<file path="config.mk">
export PLATFORM = sky130hd
export DESIGN_NAME = mic1_regbank_memctl_flat
export DESIGN_NICKNAME = d
export VERILOG_FILES = /design/src/rtl/mic1_regbank_memctl_if.sv /design/src/rtl/mic1_regbank_memctl.sv /design/src/flat_wrapper.sv
export SDC_FILE = /design/constraint.sdc
export NUM_CORES = 1
export LEC_CHECK = 0
export ABC_AREA = 1
export ABC_CLOCK_PERIOD_IN_PS = 2800
export CORE_UTILIZATION = 52
export DETAILED_ROUTE_END_ITERATION = 16
export MAX_ROUTING_LAYER = met4
export PLACE_DENSITY = 0.86
export SLEW_MARGIN = 40
export SYNTH_ARGS = -nofsm -noshare
export SYNTH_HDL_FRONTEND = slang
export SYNTH_SLANG_ARGS = --single-unit
</file>
<file path="constraint.sdc">
create_clock -name clock -period 2.8 [get_ports clock]
set_input_delay 0.42 -clock clock [delete_from_list [all_inputs] [get_ports clock]]
set_output_delay 0.42 -clock clock [all_outputs]
set_load 0.01 [all_outputs]
</file>
<file path="src/rtl/mic1_regbank_memctl_if.sv">
// Memory-side bus of the MIC-1 register bank: RAM read/write port and ROM fetch port.
// The register bank is the master; the RAM/ROM wrapper is the slave.
interface mic1_regbank_memctl_if #(
  parameter int DATA_W = 32,
  parameter int ADDR_W = 32,
  parameter int MBR_W  = 8
);
  logic [ADDR_W-1:0] ram_addr;
  logic [DATA_W-1:0] ram_wdata;
  logic              ram_rd;
  logic              ram_wr;
  logic [DATA_W-1:0] ram_rdata;
  logic [ADDR_W-1:0] rom_addr;
  logic              rom_rd;
  logic [MBR_W-1:0]  rom_rdata;

  modport master (
    output ram_addr, ram_wdata, ram_rd, ram_wr, rom_addr, rom_rd,
    input  ram_rdata, rom_rdata
  );

  modport slave (
    input  ram_addr, ram_wdata, ram_rd, ram_wr, rom_addr, rom_rd,
    output ram_rdata, rom_rdata
  );
endinterface

</file>
<file path="src/rtl/mic1_regbank_memctl.sv">
// MIC-1 register bank with A/B bus drive and fixed-latency RAM/ROM ports.
// Optional performance counters are enabled by defining MIC1_REGBANK_PERF_EN.
module mic1_regbank_memctl #(
  parameter int DATA_W  = 32,
  parameter int ADDR_W  = 32,
  parameter int MBR_W   = 8,
  parameter int MEM_LAT = 1
) (
  input  logic                  clock,
  input  logic                  reset,
  input  logic [DATA_W-1:0]     c_bus,
  input  logic [8:0]            c_en,
  input  logic [3:0]            b_sel,
  input  logic                  mem_rd,
  input  logic                  mem_wr,
  input  logic                  mem_fetch,
  mic1_regbank_memctl_if.master mem,
  output logic [DATA_W-1:0]     a_bus,
  output logic [DATA_W-1:0]     b_bus,
  output logic [DATA_W-1:0]     mar,
  output logic [DATA_W-1:0]     mdr,
  output logic [DATA_W-1:0]     pc,
  output logic                  stall,
  output logic                  proto_err,
  output logic [31:0]           perf_stall,
  output logic [31:0]           perf_mem
);

  if (MEM_LAT < 1 || MEM_LAT > 15) begin : g_bad_mem_lat
    $error("MEM_LAT must be in 1..15");
  end
  if (MBR_W >= DATA_W) begin : g_bad_mbr_w
    $error("MBR_W must be less than DATA_W");
  end
  if (ADDR_W > DATA_W) begin : g_bad_addr_w
    $error("ADDR_W must not exceed DATA_W");
  end

  localparam logic [3:0]  LAT   = 4'(MEM_LAT);
  localparam int unsigned EXT_W = DATA_W - MBR_W;

  logic [DATA_W-1:0] h_q, h_d, opc_q, opc_d, tos_q, tos_d, cpp_q, cpp_d;
  logic [DATA_W-1:0] lv_q, lv_d, sp_q, sp_d, pc_q, pc_d, mdr_q, mdr_d, mar_q, mar_d;
  logic [MBR_W-1:0]  mbr_q, mbr_d;
  logic [3:0]        rcnt_q, rcnt_d, fcnt_q, fcnt_d;
  logic              rd_pend_q, rd_pend_d;
  logic              proto_err_q, proto_err_d;

  logic ram_req, ram_busy, rom_busy, ram_accept, rom_accept;
  logic ram_stall, rom_stall, ram_capture, rom_capture;

  // NOTE: every variable assigned in always_comb gets a value on every path
  // (here unconditionally) so no latch is inferred.
  always_comb begin
    ram_req     = mem_rd ^ mem_wr;
    ram_busy    = rcnt_q > 4'd1;
    rom_busy    = fcnt_q > 4'd1;
    ram_accept  = ram_req && !ram_busy;
    rom_accept  = mem_fetch && !rom_busy;
    ram_stall   = ram_req && ram_busy;
    rom_stall   = mem_fetch && rom_busy;
    ram_capture = rd_pend_q && (rcnt_q == 4'd1);
    rom_capture = fcnt_q == 4'd1;
  end

  always_comb begin
    h_d   = c_en[8] ? c_bus : h_q;
    opc_d = c_en[7] ? c_bus : opc_q;
    tos_d = c_en[6] ? c_bus : tos_q;
    cpp_d = c_en[5] ? c_bus : cpp_q;
    lv_d  = c_en[4] ? c_bus : lv_q;
    sp_d  = c_en[3] ? c_bus : sp_q;
    pc_d  = c_en[2] ? c_bus : pc_q;
    mar_d = c_en[0] ? c_bus : mar_q;
    // A landing read owns MDR even if the microinstruction also writes it.
    mdr_d = ram_capture ? mem.ram_rdata : (c_en[1] ? c_bus : mdr_q);
    mbr_d = rom_capture ? mem.rom_rdata : mbr_q;

    // A new command reloads the counter, which also covers the rcnt == 1 hand-over.
    rcnt_d    = ram_accept ? LAT : ((rcnt_q != 4'd0) ? rcnt_q - 4'd1 : 4'd0);
    fcnt_d    = rom_accept ? LAT : ((fcnt_q != 4'd0) ? fcnt_q - 4'd1 : 4'd0);
    rd_pend_d = ram_accept ? mem_rd : ((rcnt_q == 4'd1) ? 1'b0 : rd_pend_q);

    proto_err_d = mem_rd & mem_wr;
  end

  // NOTE: state updates use non-blocking assignments so every flop samples
  // pre-edge values regardless of statement order.
  always_ff @(posedge clock) begin
    if (reset) begin
      h_q         <= '0;
      opc_q       <= '0;
      tos_q       <= '0;
      cpp_q       <= '0;
      lv_q        <= '0;
      sp_q        <= '0;
      pc_q        <= '0;
      mdr_q       <= '0;
      mar_q       <= '0;
      mbr_q       <= '0;
      rcnt_q      <= '0;
      fcnt_q      <= '0;
      rd_pend_q   <= 1'b0;
      proto_err_q <= 1'b0;
    end else begin
      h_q         <= h_d;
      opc_q       <= opc_d;
      tos_q       <= tos_d;
      cpp_q       <= cpp_d;
      lv_q        <= lv_d;
      sp_q        <= sp_d;
      pc_q        <= pc_d;
      mdr_q       <= mdr_d;
      mar_q       <= mar_d;
      mbr_q       <= mbr_d;
      rcnt_q      <= rcnt_d;
      fcnt_q      <= fcnt_d;
      rd_pend_q   <= rd_pend_d;
      proto_err_q <= proto_err_d;
    end
  end

  always_comb begin
    case (b_sel)
      4'd0:    b_bus = mdr_q;
      4'd1:    b_bus = pc_q;
      4'd2:    b_bus = {{EXT_W{mbr_q[MBR_W-1]}}, mbr_q};
      4'd3:    b_bus = {{EXT_W{1'b0}}, mbr_q};
      4'd4:    b_bus = sp_q;
      4'd5:    b_bus = lv_q;
      4'd6:    b_bus = cpp_q;
      4'd7:    b_bus = tos_q;
      4'd8:    b_bus = opc_q;
      default: b_bus = '0;
    endcase
  end

  assign a_bus     = h_q;
  assign mar       = mar_q;
  assign mdr       = mdr_q;
  assign pc        = pc_q;
  assign stall     = ram_stall | rom_stall;
  assign proto_err = proto_err_q;

  assign mem.ram_addr  = mar_q[ADDR_W-1:0];
  assign mem.ram_wdata = mdr_q;
  assign mem.ram_rd    = ram_accept & mem_rd;
  assign mem.ram_wr    = ram_accept & mem_wr;
  assign mem.rom_addr  = pc_q[ADDR_W-1:0];
  assign mem.rom_rd    = rom_accept;

`ifdef MIC1_REGBANK_PERF_EN
  logic [31:0] perf_stall_q, perf_stall_d, perf_mem_q, perf_mem_d;

  always_comb begin
    perf_stall_d = perf_stall_q + {31'd0, stall};
    perf_mem_d   = perf_mem_q + {31'd0, ram_accept} + {31'd0, rom_accept};
  end

  always_ff @(posedge clock) begin
    if (reset) begin
      perf_stall_q <= '0;
      perf_mem_q   <= '0;
    end else begin
      perf_stall_q <= perf_stall_d;
      perf_mem_q   <= perf_mem_d;
    end
  end

  assign perf_stall = perf_stall_q;
  assign perf_mem   = perf_mem_q;
`else
  assign perf_stall = '0;
  assign perf_mem   = '0;
`endif

endmodule

</file>
<file path="src/flat_wrapper.sv">
// flat-port wrapper written by rule: the top's interface ports become plain ports
module mic1_regbank_memctl_flat 
#(
  parameter int DATA_W  = 32,
  parameter int ADDR_W  = 32,
  parameter int MBR_W   = 8,
  parameter int MEM_LAT = 1
)
  (clock, reset, c_bus, c_en, b_sel, mem_rd, mem_wr, mem_fetch, a_bus, b_bus, mar, mdr, pc, stall, proto_err, perf_stall, perf_mem, mem_ram_addr, mem_ram_wdata, mem_ram_rd, mem_ram_wr, mem_rom_addr, mem_rom_rd, mem_ram_rdata, mem_rom_rdata);
  mic1_regbank_memctl_if #(.DATA_W(DATA_W), .ADDR_W(ADDR_W), .MBR_W(MBR_W)) mem_i ();
  input  logic clock;
  input  logic reset;
  input  logic [DATA_W-1:0] c_bus;
  input  logic [8:0] c_en;
  input  logic [3:0] b_sel;
  input  logic mem_rd;
  input  logic mem_wr;
  input  logic mem_fetch;
  output logic [DATA_W-1:0] a_bus;
  output logic [DATA_W-1:0] b_bus;
  output logic [DATA_W-1:0] mar;
  output logic [DATA_W-1:0] mdr;
  output logic [DATA_W-1:0] pc;
  output logic stall;
  output logic proto_err;
  output logic [31:0] perf_stall;
  output logic [31:0] perf_mem;
  output wire logic [$bits(mem_i.ram_addr)-1:0] mem_ram_addr;
  output wire logic [$bits(mem_i.ram_wdata)-1:0] mem_ram_wdata;
  output wire logic [$bits(mem_i.ram_rd)-1:0] mem_ram_rd;
  output wire logic [$bits(mem_i.ram_wr)-1:0] mem_ram_wr;
  output wire logic [$bits(mem_i.rom_addr)-1:0] mem_rom_addr;
  output wire logic [$bits(mem_i.rom_rd)-1:0] mem_rom_rd;
  input wire logic [$bits(mem_i.ram_rdata)-1:0] mem_ram_rdata;
  input wire logic [$bits(mem_i.rom_rdata)-1:0] mem_rom_rdata;
  assign mem_ram_addr = mem_i.ram_addr;
  assign mem_ram_wdata = mem_i.ram_wdata;
  assign mem_ram_rd = mem_i.ram_rd;
  assign mem_ram_wr = mem_i.ram_wr;
  assign mem_rom_addr = mem_i.rom_addr;
  assign mem_rom_rd = mem_i.rom_rd;
  assign mem_i.ram_rdata = mem_ram_rdata;
  assign mem_i.rom_rdata = mem_rom_rdata;
  mic1_regbank_memctl #(.DATA_W(DATA_W), .ADDR_W(ADDR_W), .MBR_W(MBR_W), .MEM_LAT(MEM_LAT)) u_core (.clock(clock), .reset(reset), .c_bus(c_bus), .c_en(c_en), .b_sel(b_sel), .mem_rd(mem_rd), .mem_wr(mem_wr), .mem_fetch(mem_fetch), .mem(mem_i), .a_bus(a_bus), .b_bus(b_bus), .mar(mar), .mdr(mdr), .pc(pc), .stall(stall), .proto_err(proto_err), .perf_stall(perf_stall), .perf_mem(perf_mem));
endmodule
</file>
==> flow_summary.yaml, run 1 <==
timing:
  max_freq_ghz: 0.355
  worst_slack_ps: -18.2
  setup_violations: 2
  finalMaxSlewViolations: 0
  finalCriticalPeriod_ps: 2820
  slew_headroom: 0.361
  tightestPinTransition_ps: 956
  period_share: 1.01
  clock_skew_ps: 6.16
  whs_ps: 486
  rsz0062_at_grt: "true"
  hold_viol: 0
power_and_ir_drop:
  powerDensity_mw_per_mm2: 652
  leakage_uw: 0.00913
  p_int_uw: 8680
  power.share.clock: 0.363
  power.ir.vdd_worst_v: 0.000554
  switching_share: 0.307
  share_comb_of_total_power: 0.230
  p_seq_frac: 0.408
  power.switching_uw: 3840
drt:
  via_per_inst: 5.63
  vias: 15700
  firstDrtPassIters: 8
  ant_nets: 0
  wirelength_mm: 54.9
  drcViolationCount: 0
  wl_per_cell_um: 19.7
  drt_iter0_drc: 2373
placed_design:
  portBuffers: 350
  dpl.hpwl_mm: 35.8
  gp_congestion: 0.918
  dpl.cell_count: 2728
global_routing:
  grt_first_pass_wirelength_mm: 81.6
  grt_overflow: 0
  grt_pass1_vias: 14400
  grt_usage: 0.381
  grt_max_degree: 87
  antenna_found_initial: 0
die:
  num_rows: 61
  pin_count: 415
  initial_core_util: 0.530
  die_x_um: 170
  fp.dieArea_mm2: 0.0291
  core-area_mm2: 0.0279
  fp.dieH_um: 170
yosys:
  synthCells: 2205
  postSynthAreaPerCell_um2: 6.69
  syn_area_mm2: 0.0148
  yosys_warnings: 0
  yosysSeqAreaShare: 0.415
  ys_seq_elements: 306
  synth_cell_types: 22
min_path:
  hp-class: "flop to flop"
setup_path:
  cp-start-kind: "input port"
  critPathBufInv: 5
  critPathCaptureType: "output port"
  crit_fanout: 18
  slowest_stage: "clkdlybuf4s50_1"
  cpLargestDelayFamily: "buffers and inverters"
  cp_cell_sequence: "clkdlybuf4s50_1 > buf_4 > nor2_4 > buf_6 > buf_16 > nand3_1 > nand2_2 > nor2_1 > nand2_1 > clkdlybuf4s50_1"
  crit_path_frequent_cell: "clkdlybuf4s50_1"
  arrival_ps: 2400
  crit_type: "input port to output port"
  cpPeakStageDelay_ps: 530
  required_ps: 2380
clocking:
  clkSinkCount: 306
  numCtsBuffers: 34
  clk_pin_slew_worst_paths_ps: 60
  clk_latency_ps: 510
  cts_tree: "built"
  htreeDepth: 2
  root_buffer: "clkbuf_16"
  clockBufferDepth: 3
cells_and_area:
  layout_commonest_cell: "nor2_1"
  drive_gt1_frac: 0.0630
  final_cell_mix: "nor2_1, nand2_1, clkdlybuf4s50_1"
  nNetsFinal: 2492
  antenna_cells: 0
  area_delta_synth_final_pct: 30.2
  finalNonFillerCells: 2792
run:
  max_cap_violations: 0
outcome:
  failed_checks: "setup timing"
  status: "complete, but fails checks"
-- cell families (layout without fill, tap and decap cells) --
| logic type | Yosys count | count (layout) | share of synthesized area |
|---|---|---|---|
| AND/OR/NAND/NOR | 1192 | 1192 | 0.327 |
| other | 1 | 64 | 0.000254 |
| adder cells (fa/ha/maj) | 7 | 7 | 0.00593 |
| flip-flops | 306 | 306 | 0.415 |
| buffers and inverters | 395 | 541 | 0.148 |
| AO/OA/AOI/OAI | 300 | 300 | 0.102 |
| XOR/XNOR | 4 | 4 | 0.00237 |
-- worst paths after layout --
kind / start / to / slack [ps] / cells past startpoint
setup reg to reg: u_core.rcnt_q[1] / u_core.mdr[22] / 670 / 8
setup / recovery: b_sel[2] / b_bus[27] / -20 / 10
hold reg to reg: u_core.mbr_q[3] / u_core.mbr_q[3] / 490 / 2
hold / removal: u_core.mbr_q[3] / u_core.mbr_q[3] / 490 / 2
-- power by group through the flow --
| stage | clock network, uW | registers, uW | logic [uW] |
|---|---|---|---|
| global placement | 0 | 5160 | 2700 |
| global route | 4730 | 5130 | 3100 |
| floorplan | 0 | 5130 | 1650 |
| finish | 4540 | 5100 | 2880 |
| detailed placement | 0 | 5180 | 2790 |
| CTS | 4540 | 5090 | 2830 |
-- cell type report --
cell class / count / area [um^2]
Fill cell: 2281 / 8640
Clock buffer: 44 / 970
Multi-Input combinational cell: 1567 / 6720
Inverter: 58 / 223
Timing Repair Buffer: 428 / 4570
Tap cell: 378 / 473
Clock inverter: 11 / 143
Sequential cell: 306 / 6130
-- Yosys cell counts --
library cell  count  area (um^2)
nor2_1          611         2290
nand2_1         353         1330
nor2_2            3         18.8
nor3_1            1         5.00
nand3_2           1         10.0
clkbuf_1         81          304
conb_1            1         3.75
nor2_4            2         22.5
a21oi_1          34          170
inv_1            54          203
buf_2            52          260
inv_2             4         15.0
buf_1            34          128
ha_1              7         87.6
o21ai_0         266         1330
nand3_1         188          941
dfxtp_1         306         6130
buf_4           169         1270
xnor2_1           2         17.5
clkbuf_2          1         5.00
nand4_1          33          206
xor2_1            2         17.5
-- state kept, by name, indices dropped and copies added (netlist names) --
name                 count
u_core.a_bus            32
u_core.cpp_q            32
u_core.fcnt_q            4
u_core.lv_q             32
u_core.mar              32
u_core.mbr_q             8
u_core.mdr              32
u_core.mem.rom_addr     32
u_core.opc_q            32
u_core.proto_err         1
u_core.rcnt_q            4
u_core.rd_pend_q         1
u_core.sp_q             32
u_core.tos_q            32
-- worst reg2reg max path: stages (launching register included) --
cell and delay (ps):
dfxtp_1 300, inv_1 120, ha_1 180, buf_4 360, nand3_2 470, buf_12 360, nand2_1 80, nand2_1 50
a21oi_1 140
-- through the flow --
step	utilization	power, uW	worst slack [ps]	cell area [um^2]	setup TNS [ps]
3_3_place_gp	0.641	7860	-80.5	17900	-403
5_1_grt	0.690	13000	-86.8	19200	-252
2_1_floorplan	-	6780	1060	15000	0
3_5_place_dp	0.641	7970	-93.2	17900	-1610
6_report	0.690	12500	-18.2	19200	-30.2
4_1_cts	0.687	12500	-15.0	19100	-15.0
-- metal layers --
metal,global-route usage,vias to the layer above,routed length (um)
met4,0.215,0,3190
met5,-,-,0
li1,-,7162,-
met3,0.0653,229,6370
met2,0.593,1123,24800
met1,0.466,7210,20600
-- what timing repair did --
| item | 4_1_cts | 5_1_grt |
|---|---|---|
| setup buffers | 3 | 2 |
| resized for setup | 17 | 25 |
| cloned | 4 | 0 |
| pin swaps | 2 | 1 |
| hold buffers | 0 | 0 |
| setup endpoints to repair | 31 | 24 |
No activity file was read; power rests on OpenSTA's default activity.
==> run 2: changes to the inputs <==
CORE_MARGIN = 8   (was default)
CORE_UTILIZATION = 25   (was 52)
PLACE_DENSITY = 0.47   (was 0.86)
==> flow_summary.yaml, run 2 (synthesis gave the netlist of run 1 again) <==
outcome:
  status: "completed"
power_and_ir_drop:
  power.ir.vdd_worst_v: 0.000405
  leakage_uw: 0.00909
  powerDensity_mw_per_mm2: 650
die:
  die_x_um: 259
  initial_core_util: 0.251
  core-area_mm2: 0.0587
  num_rows: 89
  fp.dieH_um: 259
  fp.dieArea_mm2: 0.0671
  pin_count: 415
clocking:
  clk_latency_ps: 550
  hold_buffers: 0
  clockBufferDepth: 3
  clkSinkCount: 306
  cts_tree: "built"
  numCtsBuffers: 40
  root_buffer: "clkbuf_16"
  clk_pin_slew_worst_paths_ps: 50
  htreeDepth: 2
drt:
  wl_met2_mm: 33.7
  drt_iter0_drc: 1181
  ant_nets: 0
  wirelength_mm: 64.9
  routed.top_layer: "met4"
  vias: 14700
  met3_wirelength_mm: 3.32
  firstDrtPassIters: 5
  via_per_inst: 4.57
  wl_per_cell_um: 20.2
  wl_met1_mm: 26.3
  drcViolationCount: 0
setup_path:
  crit_fanout: 23
  crit_type: "input port to output port"
  required_ps: 2380
  cpLargestDelayFamily: "buffers and inverters"
  crit_path_frequent_cell: "nand2_1"
  cpPeakStageDelay_ps: 480
  cp-start-kind: "input port"
  critPathBufInv: 5
  cp_cell_sequence: "clkdlybuf4s50_1 > buf_6 > nor2_4 > buf_12 > bufbuf_16 > nand3_1 > nand2_1 > nor2_2 > nand2_1 > dlygate4sd2_1"
  slowest_stage: "clkdlybuf4s50_1"
  critPathCaptureType: "output port"
  arrival_ps: 2310
timing:
  period_share: 0.976
  slew_headroom: 0.462
  tightestPinTransition_ps: 804
  finalCriticalPeriod_ps: 2730
  rsz0062_at_grt: "false"
  hold_viol: 0
  finalMaxSlewViolations: 0
  max_freq_ghz: 0.366
  setup_violations: 0
  clock_skew_ps: 7.56
cells_and_area:
  antenna_cells: 0
  drive_gt1_frac: 0.0688
  layout_commonest_cell: "nor2_1"
  fillers: 6237
  nNetsFinal: 2510
  multi_input_area_mm2: 0.00673
  area_delta_synth_final_pct: 34.7
  final_cell_mix: "nor2_1, nand2_1, clkdlybuf4s50_1"
  regArea_mm2: 0.00613
  finalNonFillerCells: 3214
  fin_area_mm2: 0.0199
  post-route-util: 0.339
placed_design:
  gp_congestion: 0.822
  portBuffers: 350
  dpl.hpwl_mm: 45.4
  postPlaceCellArea_mm2: 0.0183
  dpl.cell_count: 3129
global_routing:
  grt_first_pass_wirelength_mm: 93.8
  grt_usage: 0.187
  grt_pass1_vias: 14300
  antenna_found_initial: 0
  grt_max_degree: 76
  grt_overflow: 0
run:
  max_cap_violations: 0
min_path:
  hp-class: "input port to flop"
-- run 2: worst reg2reg max path: cells and delay by family, from the launching register on --
kind                     cells  cell delay [ps]
AO/OA/AOI/OAI                1              130
adder cells (fa/ha/maj)      1              180
buffers and inverters        3              820
flip-flops                   1              290
AND/OR/NAND/NOR              3              500
-- run 2: area by class of cell --
type / count / area share
clock buffers: 61 / 0.0584
clock inverters: 9 / 0.00422
inverters: 58 / 0.0112
multi-input cells: 1567 / 0.339
flip-flops and latches: 306 / 0.308
well taps: 773 / 0.0487
repair buffers: 440 / 0.230
-- run 2: per-stage QoR --
step	hold slack [ps]	setup WS (ps)	setup TNS (ps)	total power (uW)
3_5_place_dp	476	-227	-4260	8050
5_1_grt	488	0.877	0	13600
4_1_cts	451	0.354	0	13100
6_report	487	67.6	0	12900
2_1_floorplan	455	1060	0	6780
3_3_place_gp	468	-207	-3860	8000
-- run 2: report_power, final --
part / switching (uW) / internal (uW) / leakage [uW]
sequential: 327 / 4760 / 0.00254
combinational: 1680 / 1200 / 0.00594
clock: 2000 / 2950 / 0.000608
total: 4010 / 8910 / 0.00909
-- run 2: routing by layer --
layer | vias to the layer above | GRT usage
met5 | - | -
met4 | 0 | 0.0548
met3 | 100 | 0.0284
met2 | 435 | 0.333
met1 | 6937 | 0.215
li1 | 7225 | -
-- run 2: repair_timing --
| item | 4_1_cts | 5_1_grt |
|---|---|---|
| pin swaps | 2 | 3 |
| gates cloned | 3 | 3 |
| hold endpoints to repair | 0 | 0 |
| gates resized for setup | 37 | 12 |
| endpoints found under the setup margin | 32 | 7 |
| setup buffers | 6 | 3 |
-- run 2: final timing paths --
kind                     from         endpoint  slack (ps)  cells after the start
max reg2reg  u_core.rcnt_q[1]   u_core.mdr[17]         810                      8
max                  b_sel[1]        b_bus[26]          70                     10
min reg2reg   u_core.mbr_q[6]  u_core.mbr_q[6]         490                      2
min          mem_rom_rdata[5]  u_core.mbr_q[5]         490                      3
